<file path="src/rtl/spi_reg_pkg.sv">
// Shared types and constants for the SPI register slave.
package spi_reg_pkg;

    typedef enum logic [1:0] {
        IDLE = 2'd0,
        CMD  = 2'd1,
        DATA = 2'd2,
        DONE = 2'd3
    } state_e;

    localparam int         CMD_W   = 8;
    localparam logic [7:0] ADDR_ID = 8'h00;

    // Address is out of range when it lies above the highest channel number.
    function automatic logic is_addr_err(input logic [7:0] addr, input logic [7:0] n_ch);
        return (addr > n_ch);
    endfunction

endpackage

</file>
<file path="src/rtl/spi_sync_edge.sv">
// Multi-stage synchroniser for an asynchronous pin plus rise/fall strobes.
module spi_sync_edge #(
    parameter int   STAGES  = 2,
    parameter logic RST_VAL = 1'b0
) (
    input  logic i_clk,
    input  logic i_rst_n,
    input  logic i_pin,
    output logic o_level,
    output logic o_rise,
    output logic o_fall
);

    logic [STAGES-1:0] r_sync;
    logic              r_prev;

    // Shift the pin through the synchroniser and keep one extra delayed copy for edge detection.
    always_ff @(posedge i_clk or negedge i_rst_n) begin
        if (!i_rst_n) begin
            r_sync <= {STAGES{RST_VAL}};
            r_prev <= RST_VAL;
        end else begin
            r_sync <= {r_sync[STAGES-2:0], i_pin};
            r_prev <= r_sync[STAGES-1];
        end
    end

    assign o_level = r_sync[STAGES-1];
    assign o_rise  = r_sync[STAGES-1] & ~r_prev;
    assign o_fall  = ~r_sync[STAGES-1] & r_prev;

endmodule

</file>
<file path="src/rtl/spi_reg_slave.sv">
// SPI mode-0 slave: 8-bit channel address in, coherent DATA_W-bit snapshot out, all in i_clk domain.
module spi_reg_slave
    import spi_reg_pkg::*;
#(
    parameter int                N_CH        = 3,
    parameter int                DATA_W      = 40,
    parameter int                SYNC_STAGES = 2,
    parameter logic [DATA_W-1:0] ID_WORD     = DATA_W'(40'h00_0000_C0DE)
) (
    input  logic                     i_clk,
    input  logic                     i_rst_n,
    input  logic [N_CH*DATA_W-1:0]   i_ch_data,
    input  logic                     i_spi_sclk,
    input  logic                     i_spi_cs_n,
    input  logic                     i_spi_mosi,
    output logic                     o_spi_miso,
    output logic                     o_spi_miso_oe,
    output logic [CMD_W-1:0]         o_cmd,
    output logic                     o_cmd_valid,
    output logic                     o_err,
    output logic                     o_busy
);

    localparam int         CNT_W  = $clog2(DATA_W + 1);
    localparam logic [7:0] N_CH_B = 8'(N_CH);

    logic w_sclk_level, w_sclk_rise, w_sclk_fall;
    logic w_cs_level, w_cs_rise, w_cs_fall;
    logic w_mosi, w_mosi_rise_unused, w_mosi_fall_unused;

    state_e             r_state, w_state;
    logic [CMD_W-1:0]   r_cmd_sr, w_cmd_sr;
    logic [CNT_W-1:0]   r_cnt, w_cnt;
    logic [DATA_W-1:0]  r_snap, w_snap;
    logic               r_miso, w_miso;
    logic [CMD_W-1:0]   r_cmd, w_cmd;
    logic               r_cmd_valid, w_cmd_valid;
    logic               r_err, w_err;
    logic               r_busy;
    logic [CMD_W-1:0]   w_cmd_byte;
    logic [DATA_W-1:0]  w_sel_word;

    spi_sync_edge #(.STAGES(SYNC_STAGES), .RST_VAL(1'b0)) u_sync_sclk (
        .i_clk(i_clk), .i_rst_n(i_rst_n), .i_pin(i_spi_sclk),
        .o_level(w_sclk_level), .o_rise(w_sclk_rise), .o_fall(w_sclk_fall)
    );

    // CS_n resets to the asserted level so a release during a live frame produces no fall strobe.
    spi_sync_edge #(.STAGES(SYNC_STAGES), .RST_VAL(1'b0)) u_sync_cs (
        .i_clk(i_clk), .i_rst_n(i_rst_n), .i_pin(i_spi_cs_n),
        .o_level(w_cs_level), .o_rise(w_cs_rise), .o_fall(w_cs_fall)
    );

    spi_sync_edge #(.STAGES(SYNC_STAGES), .RST_VAL(1'b0)) u_sync_mosi (
        .i_clk(i_clk), .i_rst_n(i_rst_n), .i_pin(i_spi_mosi),
        .o_level(w_mosi), .o_rise(w_mosi_rise_unused), .o_fall(w_mosi_fall_unused)
    );

    assign w_cmd_byte = {r_cmd_sr[CMD_W-2:0], w_mosi};

    // Address decode of the command byte being completed: ID, channel addr-1, or zero.
    always_comb begin
        w_sel_word = '0;
        if (w_cmd_byte == ADDR_ID) begin
            w_sel_word = ID_WORD;
        end else begin
            for (int k = 0; k < N_CH; k++) begin
                if (w_cmd_byte == 8'(k + 1)) begin
                    w_sel_word = i_ch_data[k*DATA_W +: DATA_W];
                end
            end
        end
    end

    // Next-state and datapath: CS_n rise wins over everything, SCLK edges only act inside a frame.
    always_comb begin
        w_state     = r_state;
        w_cmd_sr    = r_cmd_sr;
        w_cnt       = r_cnt;
        w_snap      = r_snap;
        w_miso      = r_miso;
        w_cmd       = r_cmd;
        w_cmd_valid = 1'b0;
        w_err       = 1'b0;
        if (w_cs_rise) begin
            w_state = IDLE;
            w_miso  = 1'b0;
            w_cnt   = '0;
        end else begin
            case (r_state)
                IDLE: begin
                    w_miso = 1'b0;
                    if (w_cs_fall) begin
                        w_state  = CMD;
                        w_cnt    = '0;
                        w_cmd_sr = '0;
                    end else begin
                        w_state = IDLE;
                    end
                end
                CMD: begin
                    if (w_sclk_rise) begin
                        w_cmd_sr = w_cmd_byte;
                        if (r_cnt == CNT_W'(CMD_W - 1)) begin
                            w_cnt       = '0;
                            w_cmd       = w_cmd_byte;
                            w_cmd_valid = 1'b1;
                            w_err       = is_addr_err(w_cmd_byte, N_CH_B);
                            w_snap      = w_sel_word;
                            w_state     = DATA;
                        end else begin
                            w_cnt = r_cnt + CNT_W'(1);
                        end
                    end else begin
                        w_state = CMD;
                    end
                end
                DATA: begin
                    if (w_sclk_fall && (r_cnt != CNT_W'(DATA_W))) begin
                        w_miso = r_snap[DATA_W-1];
                        w_snap = {r_snap[DATA_W-2:0], 1'b0};
                        w_cnt  = r_cnt + CNT_W'(1);
                    end else if (w_sclk_rise && (r_cnt == CNT_W'(DATA_W))) begin
                        w_state = DONE;
                        w_miso  = 1'b0;
                    end else begin
                        w_state = DATA;
                    end
                end
                DONE: begin
                    w_miso = 1'b0;
                end
                default: begin
                    w_state = IDLE;
                    w_miso  = 1'b0;
                end
            endcase
        end
    end

    // State register.
    always_ff @(posedge i_clk or negedge i_rst_n) begin
        if (!i_rst_n) begin
            r_state <= IDLE;
        end else begin
            r_state <= w_state;
        end
    end

    // Datapath and output registers; busy/OE follow the registered frame state.
    always_ff @(posedge i_clk or negedge i_rst_n) begin
        if (!i_rst_n) begin
            r_cmd_sr    <= '0;
            r_cnt       <= '0;
            r_snap      <= '0;
            r_miso      <= 1'b0;
            r_cmd       <= '0;
            r_cmd_valid <= 1'b0;
            r_err       <= 1'b0;
            r_busy      <= 1'b0;
        end else begin
            r_cmd_sr    <= w_cmd_sr;
            r_cnt       <= w_cnt;
            r_snap      <= w_snap;
            r_miso      <= w_miso;
            r_cmd       <= w_cmd;
            r_cmd_valid <= w_cmd_valid;
            r_err       <= w_err;
            r_busy      <= (w_state != IDLE);
        end
    end

    assign o_spi_miso    = r_miso;
    assign o_spi_miso_oe = r_busy;
    assign o_busy        = r_busy;
    assign o_cmd         = r_cmd;
    assign o_cmd_valid   = r_cmd_valid;
    assign o_err         = r_err;

endmodule

</file>
<file path="config.mk">
export PLATFORM = sky130hd
export DESIGN_NAME = spi_reg_slave
export DESIGN_NICKNAME = d
export VERILOG_FILES = /design/src/rtl/spi_reg_pkg.sv /design/src/rtl/spi_sync_edge.sv /design/src/rtl/spi_reg_slave.sv
export SDC_FILE = /design/constraint.sdc
export NUM_CORES = 1
export LEC_CHECK = 0
export BUFFER_PORTS_ARGS = -buffer_cell sky130_fd_sc_hd__buf_2
export CAP_MARGIN = 20
export CORE_MARGIN = 3
export CORE_UTILIZATION = 40
export DETAILED_ROUTE_END_ITERATION = 8
export PLACE_DENSITY_LB_ADDON = 0.25
export SLEW_MARGIN = 20
export SYNTH_ARGS = -nofsm -noshare
export SYNTH_HDL_FRONTEND = slang
export SYNTH_HIERARCHICAL = 1
export SYNTH_SLANG_ARGS = --single-unit
</file>
<file path="constraint.sdc">
create_clock -name i_clk -period 3.5 [get_ports i_clk]
set_clock_uncertainty 0.1 [all_clocks]
set_input_delay 0.175 -clock i_clk [delete_from_list [all_inputs] [get_ports i_clk]]
set_output_delay 0.175 -clock i_clk [all_outputs]
set_load 0.005 [all_outputs]
</file>
==> flow_summary.json <==
{
  "status": "complete, no violations",
  "postPlaceCellArea_sq_um": 5030,
  "synth_nets": 593,
  "slew_viol_final": 0,
  "crit_slowest_cell": "buf_4",
  "max_cap_viol_count": 0,
  "grt_pass1_vias": 3549,
  "min-delay-start": "i_ch_data[31]",
  "path_max_fanout": 55,
  "grtUsageTotal_pct": 17.9,
  "area_growth_pct": 23.4,
  "route.detailed.drc": 0,
  "finish.instance_area_sq_um": 5250,
  "initial_utilization_pct": 41.2,
  "ctsLongestPathBuffers": 2,
  "reg2reg_from": "r_state[1]",
  "crit_type": "flip-flop to flip-flop",
  "cts.sinks": 75,
  "drt-wirelength-per-cell_um": 14.6,
  "cp_top_family": "compound AO/OA/AOI/OAI gates",
  "rsz0062_at_grt": "no",
  "drive_gt1_share_pct": 30.4,
  "critPathArrivalTime_ns": 2.83,
  "dpl.hpwl_um": 7610,
  "route.vias.total": 3828,
  "wl_met1_um": 4740,
  "fin_setup_tns_ns": 0,
  "drtIter0Drc": 171,
  "gp_congestion": 0.806,
  "root_buffer": "clkbuf_8",
  "ys_warn_count": 6,
  "first_pass_iters": 4,
  "peakVddDrop_mv": 0.206,
  "antenna_found_initial": 0,
  "hp-class": "input port to flip-flop",
  "overflow": 0,
  "setup_viol": 0,
  "reg2regPathDepth": 8,
  "hold_depth": 4,
  "synth.avg_cell_area_sq_um": 9.21,
  "htreeDepth": 3,
  "end_kind": "flip-flop",
  "hold_violations": 0,
  "p_per_area_nw_per_um2": 536,
  "clk-insertion-delay-late_ns": 0.35,
  "top_layer": "met4",
  "fin_nets": 719,
  "crit_start": "r_state[1]",
  "dieArea_sq_um": 11900,
  "cp-start-kind": "flip-flop",
  "core-area_sq_um": 10300,
  "netlist_area_sq_um": 4260,
  "fin_crit_ns": 2.66,
  "rows": 37,
  "ios": 138,
  "portBuffers": 137,
  "leakagePower_nw": 2.51,
  "tightest_slew_ns": 0.944,
  "route.met2.wl_um": 5120,
  "path_clk_slew_ns": 0.08,
  "reg2reg_to": "r_snap[5]",
  "grt_pass1_wl_um": 17000,
  "grt_max_degree": 76,
  "viasPerCell": 5.25,
  "r2r_slack_ns": 0.84,
  "die_height_um": 109,
  "routed_wl_um": 10600,
  "cts_tree": "built",
  "setup_slack_ns": 0.840,
  "place_ws_ns": 0.875,
  "path_buf_inv": 2,
  "cts_resized": 0,
  "crit_required_ns": 3.67,
  "postRouteAntennaNets": 0,
  "fin_crit_sh_pct": 76.0,
  "dr_wl_met3_um": 577,
  "relSlewSlack_pct": 37.0,
  "cpPeakStageDelay_ns": 0.49,
  "numCtsBuffers": 9,
  "max_freq_ghz": 0.376,
  "syn_inst": 462,
  "antenna_cells": 0,
  "min_to": "r_snap[31]",
  "die_w_um": 109,
  "cp_cell_sequence": "inv_1, ha_1, nand2_1, o21a_1, a2111oi_4, buf_4, nor2_1, a31oi_1"
}
## repair_timing
action / 4_1_cts / 5_1_grt
buffers inserted: 0 / 0
hold buffers: 4 / 0
endpoints found under the hold margin: 78 / 0
## flip-flops by register name, summed over array words and instances (netlist names), 2 cells and up
register,flops
u_sync_cs/r_sync,2
r_state,2
u_sync_sclk/r_sync,2
r_cmd_sr,7
r_snap,40
u_sync_mosi/r_sync,2
r_cnt,6
o_cmd,8
## how the worst max path moves through the flow
| stage | end | slack (ns) | cells past startpoint |
|---|---|---|---|
| floorplan | r_cnt[2] | 1.24 | 8 |
| global placement | r_snap[5] | 1.01 | 8 |
| global route | r_snap[36] | 0.62 | 8 |
| detailed placement | r_snap[5] | 0.87 | 8 |
| finish | r_snap[5] | 0.84 | 8 |
| CTS | r_snap[18] | 0.86 | 8 |
## worst reg2reg max path: cells and delay by family (launching register included)
family	cells	cell delay, ns
adder cells (fa/ha/maj)	1	0.48
AO/OA/AOI/OAI	3	0.69
buffers and inverters	2	0.62
flip-flops	1	0.41
AND/OR/NAND/NOR	2	0.28
## final cells by class
cell class,count,area [sq um]
Clock buffer,11,141
Inverter,15,56.3
Sequential cell,75,1880
Fill cell,969,5070
Clock inverter,5,36.3
Timing Repair Buffer,149,788
Multi-Input combinational cell,338,2180
Tap cell,136,170
## power breakdown
group | internal (W) | switching, W | total, W
Combinational | 0.000404 | 0.000525 | 0.000928
Sequential | 0.00111 | 0.000172 | 0.00128
Clock | 0.000278 | 0.000328 | 0.000606
## metrics by stage
step	hold WS (ns)	total power [W]	instances	util [%]
finish	0.0892	0.00281	729	50.9
global route	0.109	0.00304	729	50.9
CTS	0.0802	0.00283	729	50.9
detailed placement	0.186	0.00222	709	48.8
global placement	0.187	0.00219	709	48.8
floorplan	-0.221	0.00192	462	-
## placed cells by master, fill, tap and decap left out, types with 15 or more instances in the layout
master / count
nor2_1: 53
a22oi_1: 27
inv_1: 15
o21ai_0: 35
dfrtp_1: 74
nor2b_1: 15
mux2i_1: 43
a21oi_1: 55
buf_2: 136
nand2_1: 32
## per-layer routing
metal / up-vias / global-route usage (%)
li1: 1912 / -
met1: 1803 / 24.6
met2: 99 / 28.6
met3: 14 / 2.90
met4: 0 / 6.31
met5: - / 0
No activity file was read; power rests on OpenSTA's default activity.
